### src/rtl/dec_entry_pkg.sv
// Shared constants, debouncer state encoding and counter-width helper for dec_entry.
package dec_entry_pkg;

    localparam int unsigned MAX_DIGITS = 3;
    localparam int unsigned MAX_VALUE  = 999;
    localparam int unsigned MAX_DIGIT  = 9;

    localparam int unsigned LEDR_W = $clog2(MAX_VALUE + 1);
    localparam int unsigned CNT_W  = 2;
    localparam int unsigned SW_W   = 4;
    localparam int unsigned KEY_W  = 3;

    localparam int unsigned DEFAULT_DEBOUNCE_CYCLES = 500000;

    typedef enum logic [1:0] {
        DB_IDLE         = 2'd0,
        DB_PRESS_WAIT   = 2'd1,
        DB_HELD         = 2'd2,
        DB_RELEASE_WAIT = 2'd3
    } db_state_e;

    // Width of a counter that must reach cycles-1 (at least one bit).
    function automatic int unsigned db_cnt_w(input int unsigned cycles);
        return (cycles > 1) ? $clog2(cycles) : 1;
    endfunction

    localparam int unsigned DB_CNT_W = db_cnt_w(DEFAULT_DEBOUNCE_CYCLES);

endpackage

### src/rtl/key_debounce.sv
// Single-key debouncer for an active-low, already synchronized key.
// Ports: clk, rst_n (async active-low), key_sync (synced key, 0 = pressed),
//        press (registered one-cycle strobe on qualified press).
module key_debounce
    import dec_entry_pkg::*;
#(
    parameter int unsigned DEBOUNCE_CYCLES = DEFAULT_DEBOUNCE_CYCLES
) (
    input  logic clk,
    input  logic rst_n,
    input  logic key_sync,
    output logic press
);

    localparam int unsigned CW = db_cnt_w(DEBOUNCE_CYCLES);
    localparam logic [CW-1:0] LAST = CW'(DEBOUNCE_CYCLES - 1);

    db_state_e     state_q, state_nxt;
    logic [CW-1:0] cnt_q, cnt_nxt;
    logic          press_nxt;

    // State, stability counter and strobe registers.
    always_ff @(posedge clk or negedge rst_n) begin
        if (!rst_n) begin
            state_q <= DB_IDLE;
            cnt_q   <= '0;
            press   <= 1'b0;
        end else begin
            state_q <= state_nxt;
            cnt_q   <= cnt_nxt;
            press   <= press_nxt;
        end
    end

    // Next state; counter restarts on every state change or level flip.
    always_comb begin
        state_nxt = state_q;
        cnt_nxt   = '0;
        case (state_q)
            DB_IDLE: begin
                if (!key_sync) state_nxt = DB_PRESS_WAIT;
            end
            DB_PRESS_WAIT: begin
                if (key_sync)           state_nxt = DB_IDLE;
                else if (cnt_q == LAST) state_nxt = DB_HELD;
                else                    cnt_nxt   = cnt_q + CW'(1);
            end
            DB_HELD: begin
                if (key_sync) state_nxt = DB_RELEASE_WAIT;
            end
            DB_RELEASE_WAIT: begin
                if (!key_sync)          state_nxt = DB_HELD;
                else if (cnt_q == LAST) state_nxt = DB_IDLE;
                else                    cnt_nxt   = cnt_q + CW'(1);
            end
            default: state_nxt = DB_IDLE;
        endcase
    end

    // Strobe only on the PRESS_WAIT -> HELD transition.
    always_comb begin
        press_nxt = 1'b0;
        if (state_q == DB_PRESS_WAIT && !key_sync && cnt_q == LAST) press_nxt = 1'b1;
    end

endmodule

### src/rtl/dec_entry.sv
// Three-digit decimal entry: debounced enter/backspace/clear keys build a
// binary value from switch digits.
// Ports: CLOCK_50, RESET_N (async active-low), SW[3:0] digit, KEY[2:0]
//        active-low buttons (0 enter, 1 backspace, 2 clear); LEDR value,
//        CNT digit count, ERR sticky error, VALID one-cycle update pulse.
module dec_entry
    import dec_entry_pkg::*;
#(
    parameter int unsigned DEBOUNCE_CYCLES = DEFAULT_DEBOUNCE_CYCLES
) (
    input  logic              CLOCK_50,
    input  logic              RESET_N,
    input  logic [SW_W-1:0]   SW,
    input  logic [KEY_W-1:0]  KEY,
    output logic [LEDR_W-1:0] LEDR,
    output logic [CNT_W-1:0]  CNT,
    output logic              ERR,
    output logic              VALID
);

    logic [KEY_W-1:0] key_s1, key_s2;
    logic [SW_W-1:0]  sw_s1, sw_s2;
    logic [KEY_W-1:0] press;
    logic             sw_bad;
    logic             full;

    // Two-flop synchronizers; reset to the idle level.
    always_ff @(posedge CLOCK_50 or negedge RESET_N) begin
        if (!RESET_N) begin
            key_s1 <= '1;
            key_s2 <= '1;
            sw_s1  <= '0;
            sw_s2  <= '0;
        end else begin
            key_s1 <= KEY;
            key_s2 <= key_s1;
            sw_s1  <= SW;
            sw_s2  <= sw_s1;
        end
    end

    for (genvar g = 0; g < KEY_W; g++) begin : g_db
        key_debounce #(
            .DEBOUNCE_CYCLES(DEBOUNCE_CYCLES)
        ) u_db (
            .clk     (CLOCK_50),
            .rst_n   (RESET_N),
            .key_sync(key_s2[g]),
            .press   (press[g])
        );
    end

    assign sw_bad = (sw_s2 > SW_W'(MAX_DIGIT));
    assign full   = (CNT == CNT_W'(MAX_DIGITS));

    // Entry datapath: clear > backspace > enter.
    always_ff @(posedge CLOCK_50 or negedge RESET_N) begin
        if (!RESET_N) begin
            LEDR  <= '0;
            CNT   <= '0;
            ERR   <= 1'b0;
            VALID <= 1'b0;
        end else begin
            VALID <= 1'b0;
            if (press[2]) begin
                LEDR  <= '0;
                CNT   <= '0;
                ERR   <= 1'b0;
                VALID <= 1'b1;
            end else if (press[1]) begin
                if (CNT != '0) begin
                    LEDR  <= LEDR / LEDR_W'(10);
                    CNT   <= CNT - CNT_W'(1);
                    VALID <= 1'b1;
                end
            end else if (press[0]) begin
                if (sw_bad || full) begin
                    ERR <= 1'b1;
                end else begin
                    // LEDR <= 99 here, so the result fits in LEDR_W bits.
                    LEDR  <= LEDR * LEDR_W'(10) + LEDR_W'(sw_s2);
                    CNT   <= CNT + CNT_W'(1);
                    VALID <= 1'b1;
                end
            end
        end
    end

endmodule

### config.mk
export PLATFORM = sky130hd
export DESIGN_NAME = dec_entry
export DESIGN_NICKNAME = d
export VERILOG_FILES = /design/src/rtl/dec_entry_pkg.sv /design/src/rtl/key_debounce.sv /design/src/rtl/dec_entry.sv
export SDC_FILE = /design/constraint.sdc
export NUM_CORES = 1
export LEC_CHECK = 0
export ABC_CLOCK_PERIOD_IN_PS = 3900
export BUFFER_PORTS_ARGS = -buffer_cell sky130_fd_sc_hd__buf_2
export CORE_AREA = 2 2 107 109
export CTS_BUF_LIST = sky130_fd_sc_hd__clkbuf_4 sky130_fd_sc_hd__clkbuf_8
export DETAILED_ROUTE_END_ITERATION = 10
export DIE_AREA = 0 0 109 111
export PLACE_DENSITY = 0.71
export SLEW_MARGIN = 20
export SYNTH_ARGS = -nofsm -noshare
export SYNTH_HDL_FRONTEND = slang
export SYNTH_SLANG_ARGS = --single-unit
### constraint.sdc
create_clock -name CLOCK_50 -period 3.9 [get_ports CLOCK_50]
set_input_delay 0.585 -clock CLOCK_50 [delete_from_list [all_inputs] [get_ports CLOCK_50]]
set_output_delay 0.585 -clock CLOCK_50 [all_outputs]
set_load 0.03 [all_outputs]
### After elaboration in Yosys (flattened, before gate mapping)

Index checks and enable logic that the tools add are counted.

* $mul: 1
* add/sub/neg operators: 6
* equality and inequality tests: 28
* multiplexer cells: 55
* bitwise gates (word level): 0
* magnitude comparators: 1
* reduce and logical (&&, ||, !) cells: 22
* divide/modulo/power cells: 1
* shift-type cells: 0

Operators by type and width (count)
* $mux 19: 9
* $pmux 19 s2: 3
* $add 19x1->19 const B: 3
* $eq 19x19->1 const B: 3
* $mux 10: 5
* $mux 2: 23
* $pmux 2 s4: 3
* $ne 3x2->1 const B: 7
* $eq 2x2->1 const B: 7
* $mux 1: 12
* $ne 2x2->1 const B: 6
* $reduce_and 4->1: 3
* $add 10x4->10: 1
* $div 10x4->10 const B: 1
* $mul 10x3->9 const B: 1
* $eq 2x1->1 const B: 3
* $logic_and 1x1->1: 6
* $logic_not 2->1: 3
* $reduce_and 3->1: 2
* $reduce_bool 2->1: 3
* $gt 4x4->1 const B: 1
* $logic_not 1->1: 3
* $ne 3x1->1 const B: 1
* $reduce_bool 3->1: 1
* 4 further kinds: 4

* logic and storage cells: 131
* ROM bits: 0
* output and inout port bits: 14
* input port bits: 9
* memories: 0
* bits in latches: 0
* flip-flop bits (word level): 94
* bits in writable memories: 0

### Logic depth before layout (Yosys ltp)

* depth after elaboration: 6
* gate-level depth with buffers: 11
* depth with buffers taken out: 11

### By module

Synthesis repeated with hierarchy kept, for this count alone.

* cells, all modules: 589
* area, all modules: 5555.3 um2

By module, submodules not included
* key_debounce (g_db[0].u_db ...): cells each 114, area an instance 1126.1 um2, times used 2
* dec_entry: cells each 238, area an instance 2135.8 um2, times used 1
* key_debounce (g_db[2].u_db): cells each 123, area an instance 1167.4 um2, times used 1

### Worst setup path after synthesis

Ideal clock, no wire load.

* path type: register to register
* start: register LEDR[1]
* end: register LEDR[9]
* arrival time: 2.771 ns
* slack: 1.019 ns
* cell stages (with the launch flop): 10
* path buffers: 0
* clock period less this slack: 2.881 ns
* cell sequence: dfrtp_1 -> ha_1 -> ha_1 -> inv_1 -> fa_1 -> nand2b_1 -> nor3_1 -> and3_1 -> xnor3_1 -> o41ai_1

* longest elaborated chain between the ends: 6
* elaborated cells on any way between the ends: 8
* classes of those cells: 1 x add/sub; 1 x mul; 1 x div; 5 x mux

Ends and longest elaborated chain
* start: declaration: RTL line dec_entry.sv:15 `output logic [LEDR_W-1:0] LEDR,`
* start signal: assignment: RTL line dec_entry.sv:72 `LEDR <= LEDR / LEDR_W'(10);`
* start signal: assignment: RTL line dec_entry.sv:81 `LEDR <= LEDR * LEDR_W'(10) + LEDR_W'(sw_s2);`
* parallel branches: the longest is 4 deep, another holds $div 10x4->10
* $mux 10 (*): RTL line dec_entry.sv:70 `end else if (press[1]) begin`
* $mux 10 (*): RTL line dec_entry.sv:65 `if (press[2]) begin`

Mark *: on every way between the ends. The select of a mux whose other input is x is not followed.
A chain may end at the register's enable or synchronous reset.

### Final worst setup path

* start: register LEDR[4]
* end: register LEDR[9]

Same word-level chain as after synthesis.

==> flow_summary_export.csv <==
group,metric,value,unit
worst_setup_path,critPathMaxStageDelay,0.79,ns
global_route,grt_util_met3,0.02881,
yosys,synth_nets,584,
clock_tree,path_clk_slew,0.09,ns
floorplanning,start_util,0.4804,
clock_tree,cts-hold-fix-buffers,0,
timing,slew_headroom,0.3946,
timing,finalCriticalPeriod,3.093,ns
worst_setup_path,path_buf_inv,1,
finish,final_cell_mix,"nor2_1 (91), dfrtp_1 (88), nand2_1 (40)",
drt,drt-pass1-iter-count,7,
worst_setup_path,worst_r2r_endpoint,"LEDR[9]",
worst_setup_path,cp_max_fo,21,
clock_tree,insertion_delay,0.36,ns
timing,final_hold_viol_count,0,
global_route,antenna_found_initial,0,
worst_setup_path,ff2ff_path_depth,8,
global_route,grt_max_degree,74,
timing,slew_violations,0,
placement,gp_congestion,0.8210,
timing,whs,0.3177,ns
floorplanning,die_w,109,um
drt,viasPerCell,5.526,
worst_setup_path,cp-end-kind,"register",
power,power.density,306.1,nW/um^2
worst_hold_path,hold_depth,1,
finish,fin_nets,600,
yosys,avgSynthCellArea,9.571,sq um
drt,wl_per_cell,14.21,um
global_route,grt_busiest_layer,"met2",
drt,finalWirelength,10230,um
clock_tree,post_cts_buffers,0,
floorplanning,rows,39,
yosys,ys_types,76,
floorplanning,core_area,11080,sq um
worst_hold_path,min_from,"KEY[0]",
global_route,use_met2,0.2919,
worst_setup_path,r2r_slack,0.81,ns
timing,fin_crit_sh,0.7931,
yosys,yosysWarnings,0,
clock_tree,cts_tree,"done",
timing,rsz0062_at_grt,"false",
yosys,synth_edf_count,0,
finish,layout_commonest_cell,"nor2_1",
floorplanning,dieArea,12100,sq um
global_route,grt_pass1_wl,18220,um
timing,fmax,323.3,MHz
finish,antennaDiodeCount,0,
worst_setup_path,worstPathArrival,3.35,ns
timing,fin_worst_skew,0.01295,ns
drt,via_count,3979,
worst_setup_path,crit_chain,"ha_1 > inv_1 > fa_1 > nand2b_1 > nor3_1 > and3_1 > xnor3_1 > o41ai_1",
clock_tree,cts.sinks,94,
worst_hold_path,hp-class,"in -> reg",
worst_setup_path,crit_family,"adder cells",
drt,drc,0,
worst_setup_path,cp.required,4.16,ns
clock_tree,htreeDepth,3,
yosys,syn_inst,556,
power,totalPowerFinal,1.765,mW
yosys,async_flop_share,1.000,
power,seq_power_share,0.564,
placement,port_buffers,22,
power,p_int,1.369,mW
drt,drt_iter0_drc,191,
power,sw_frac_of_total,0.2243,
yosys,yosys_register_bits,94,
clock_tree,numCtsBuffers,9,
yosys,ys_seq_area_frac,0.4435,
global_route,grtUsageMet1,0.2627,
yosys,syn_area,5321,sq um
floorplanning,dieHeight,111,um
power,p_sw,0.3960,mW
power,leakage,2.407,nW
finish,drive_above_1_share,0.1075,
global_route,grt_pass1_vias,3864,
power,ir_drop,0.1939,mV
job,drv_cap,0,
clock_tree,cts-root-buf,"clkbuf_8",
timing,setup_violations,0,
worst_hold_path,holdPathEnd,"key_s1[0]",
worst_setup_path,rr_startpoint,"LEDR[4]",
worst_setup_path,cp.depth,8,
yosys,synthFlopType,"dfrtp_1",
worst_setup_path,cpMaxStageDelayCell,"dfrtp_1",
placement,hpwl,7145,um
timing,tns,0,ns
worst_setup_path,crit_type,"reg -> reg",
global_route,track_usage,0.1865,
floorplanning,pin_count,23,
clock_tree,clockBufferDepth,2,
status,outcome,"finished clean",
timing,worstMarginPinSlew,0.9081,ns
finish,syn2layout_area_growth,8.371,%
worst_setup_path,start_kind,"register",
power,pwr-share-comb,0.025,
clock_tree,cts_resized,0,
power,clkPwrFrac,0.411,
global_route,grt-ovfl-total,0,
drt,ant_nets,0,
worst max path at each step:
stage                  from       to  slack, ns
CTS                 LEDR[4]  LEDR[9]       0.81
finish              LEDR[4]  LEDR[9]       0.81
global placement    LEDR[4]  LEDR[9]       0.97
detailed placement  LEDR[4]  LEDR[9]       0.84
floorplan           LEDR[1]  LEDR[9]       1.02
global route        LEDR[4]  LEDR[9]       0.67
cells by family (layout without fill, tap and decap cells):
family                   count (synthesis)  in the layout  share of synthesized area
AO/OA/AOI/OAI                           89             89                     0.1281
multiplexers                             1              1                   0.001881
adder cells (fa/ha/maj)                 20             20                    0.04938
XOR/XNOR                                67             67                     0.1143
flip-flops                              94             94                     0.4435
AND/OR/NAND/NOR                        248            248                     0.2318
buffers and inverters                   37             58                    0.03104
state kept, by name, indices dropped and copies added, names as in the netlist, named ones only:
signal	cells
sw_s1	4
key_s1	3
g_db.u_db.state_q	3
LEDR	10
VALID	1
key_s2	3
g_db.u_db.press	3
CNT	2
g_db.u_db.cnt_q	57
ERR	1
sw_s2	4
metrics by stage:
stage / setup slack (ns) / area [sq um] / util / std cells
floorplan: 1.019 / 5321 / - / 556
global placement: 0.9738 / 5540 / 0.5002 / 704
detailed placement: 0.8397 / 5540 / 0.5002 / 704
CTS: 0.8088 / 5767 / 0.5206 / 720
global route: 0.6667 / 5767 / 0.5206 / 720
finish: 0.8070 / 5767 / 0.5206 / 720
worst register-to-register path, stage by stage (launching register included):
cell      delay, ns
dfrtp_1        0.79
ha_1           0.37
inv_1          0.09
fa_1           0.43
nand2b_1       0.20
nor3_1         0.30
and3_1         0.20
xnor3_1        0.37
o41ai_1        0.24
power by group through the flow:
stage / sequential, mW / combinational [mW] / clock, mW
CTS: 0.996 / 0.0464 / 0.745
global route: 0.998 / 0.0529 / 0.785
detailed placement: 1.02 / 0.0463 / 0
global placement: 1.01 / 0.0448 / 0
finish: 0.996 / 0.0437 / 0.725
floorplan: 1.01 / 0.0184 / 0
Yosys cell counts (all sizes together), types with 6 or more instances:
cell | n | share of area
a21oi | 16 | 0.015
a31oi | 6 | 0.0099
and3 | 9 | 0.011
buf | 11 | 0.013
clkbuf | 9 | 0.0063
dfrtp | 88 | 0.41
dfstp | 6 | 0.030
ha | 17 | 0.040
inv | 17 | 0.012
nand2 | 40 | 0.028
nand2b | 6 | 0.0085
nand3 | 27 | 0.025
nand4 | 10 | 0.012
nor2 | 91 | 0.064
nor2b | 8 | 0.0094
nor3 | 21 | 0.020
o21ai | 19 | 0.019
xnor2 | 32 | 0.054
xor2 | 34 | 0.056
layout make-up:
cell class	count	area, sq um
fill	985	5310
multi-input combinational	425	2803
sequential	94	2360
tap	143	178.9
timing repair buffer	25	135.1
clock buffer	9	123.9
clock inverter	7	102.6
inverter	17	63.81
metal layers:
metal	up-vias	wire [um]
met1	1920	4810
met2	74	4922
met3	10	358
met4	0	141
li1	1975	-
met5	-	0
Power figures use the tool's default switching activity.
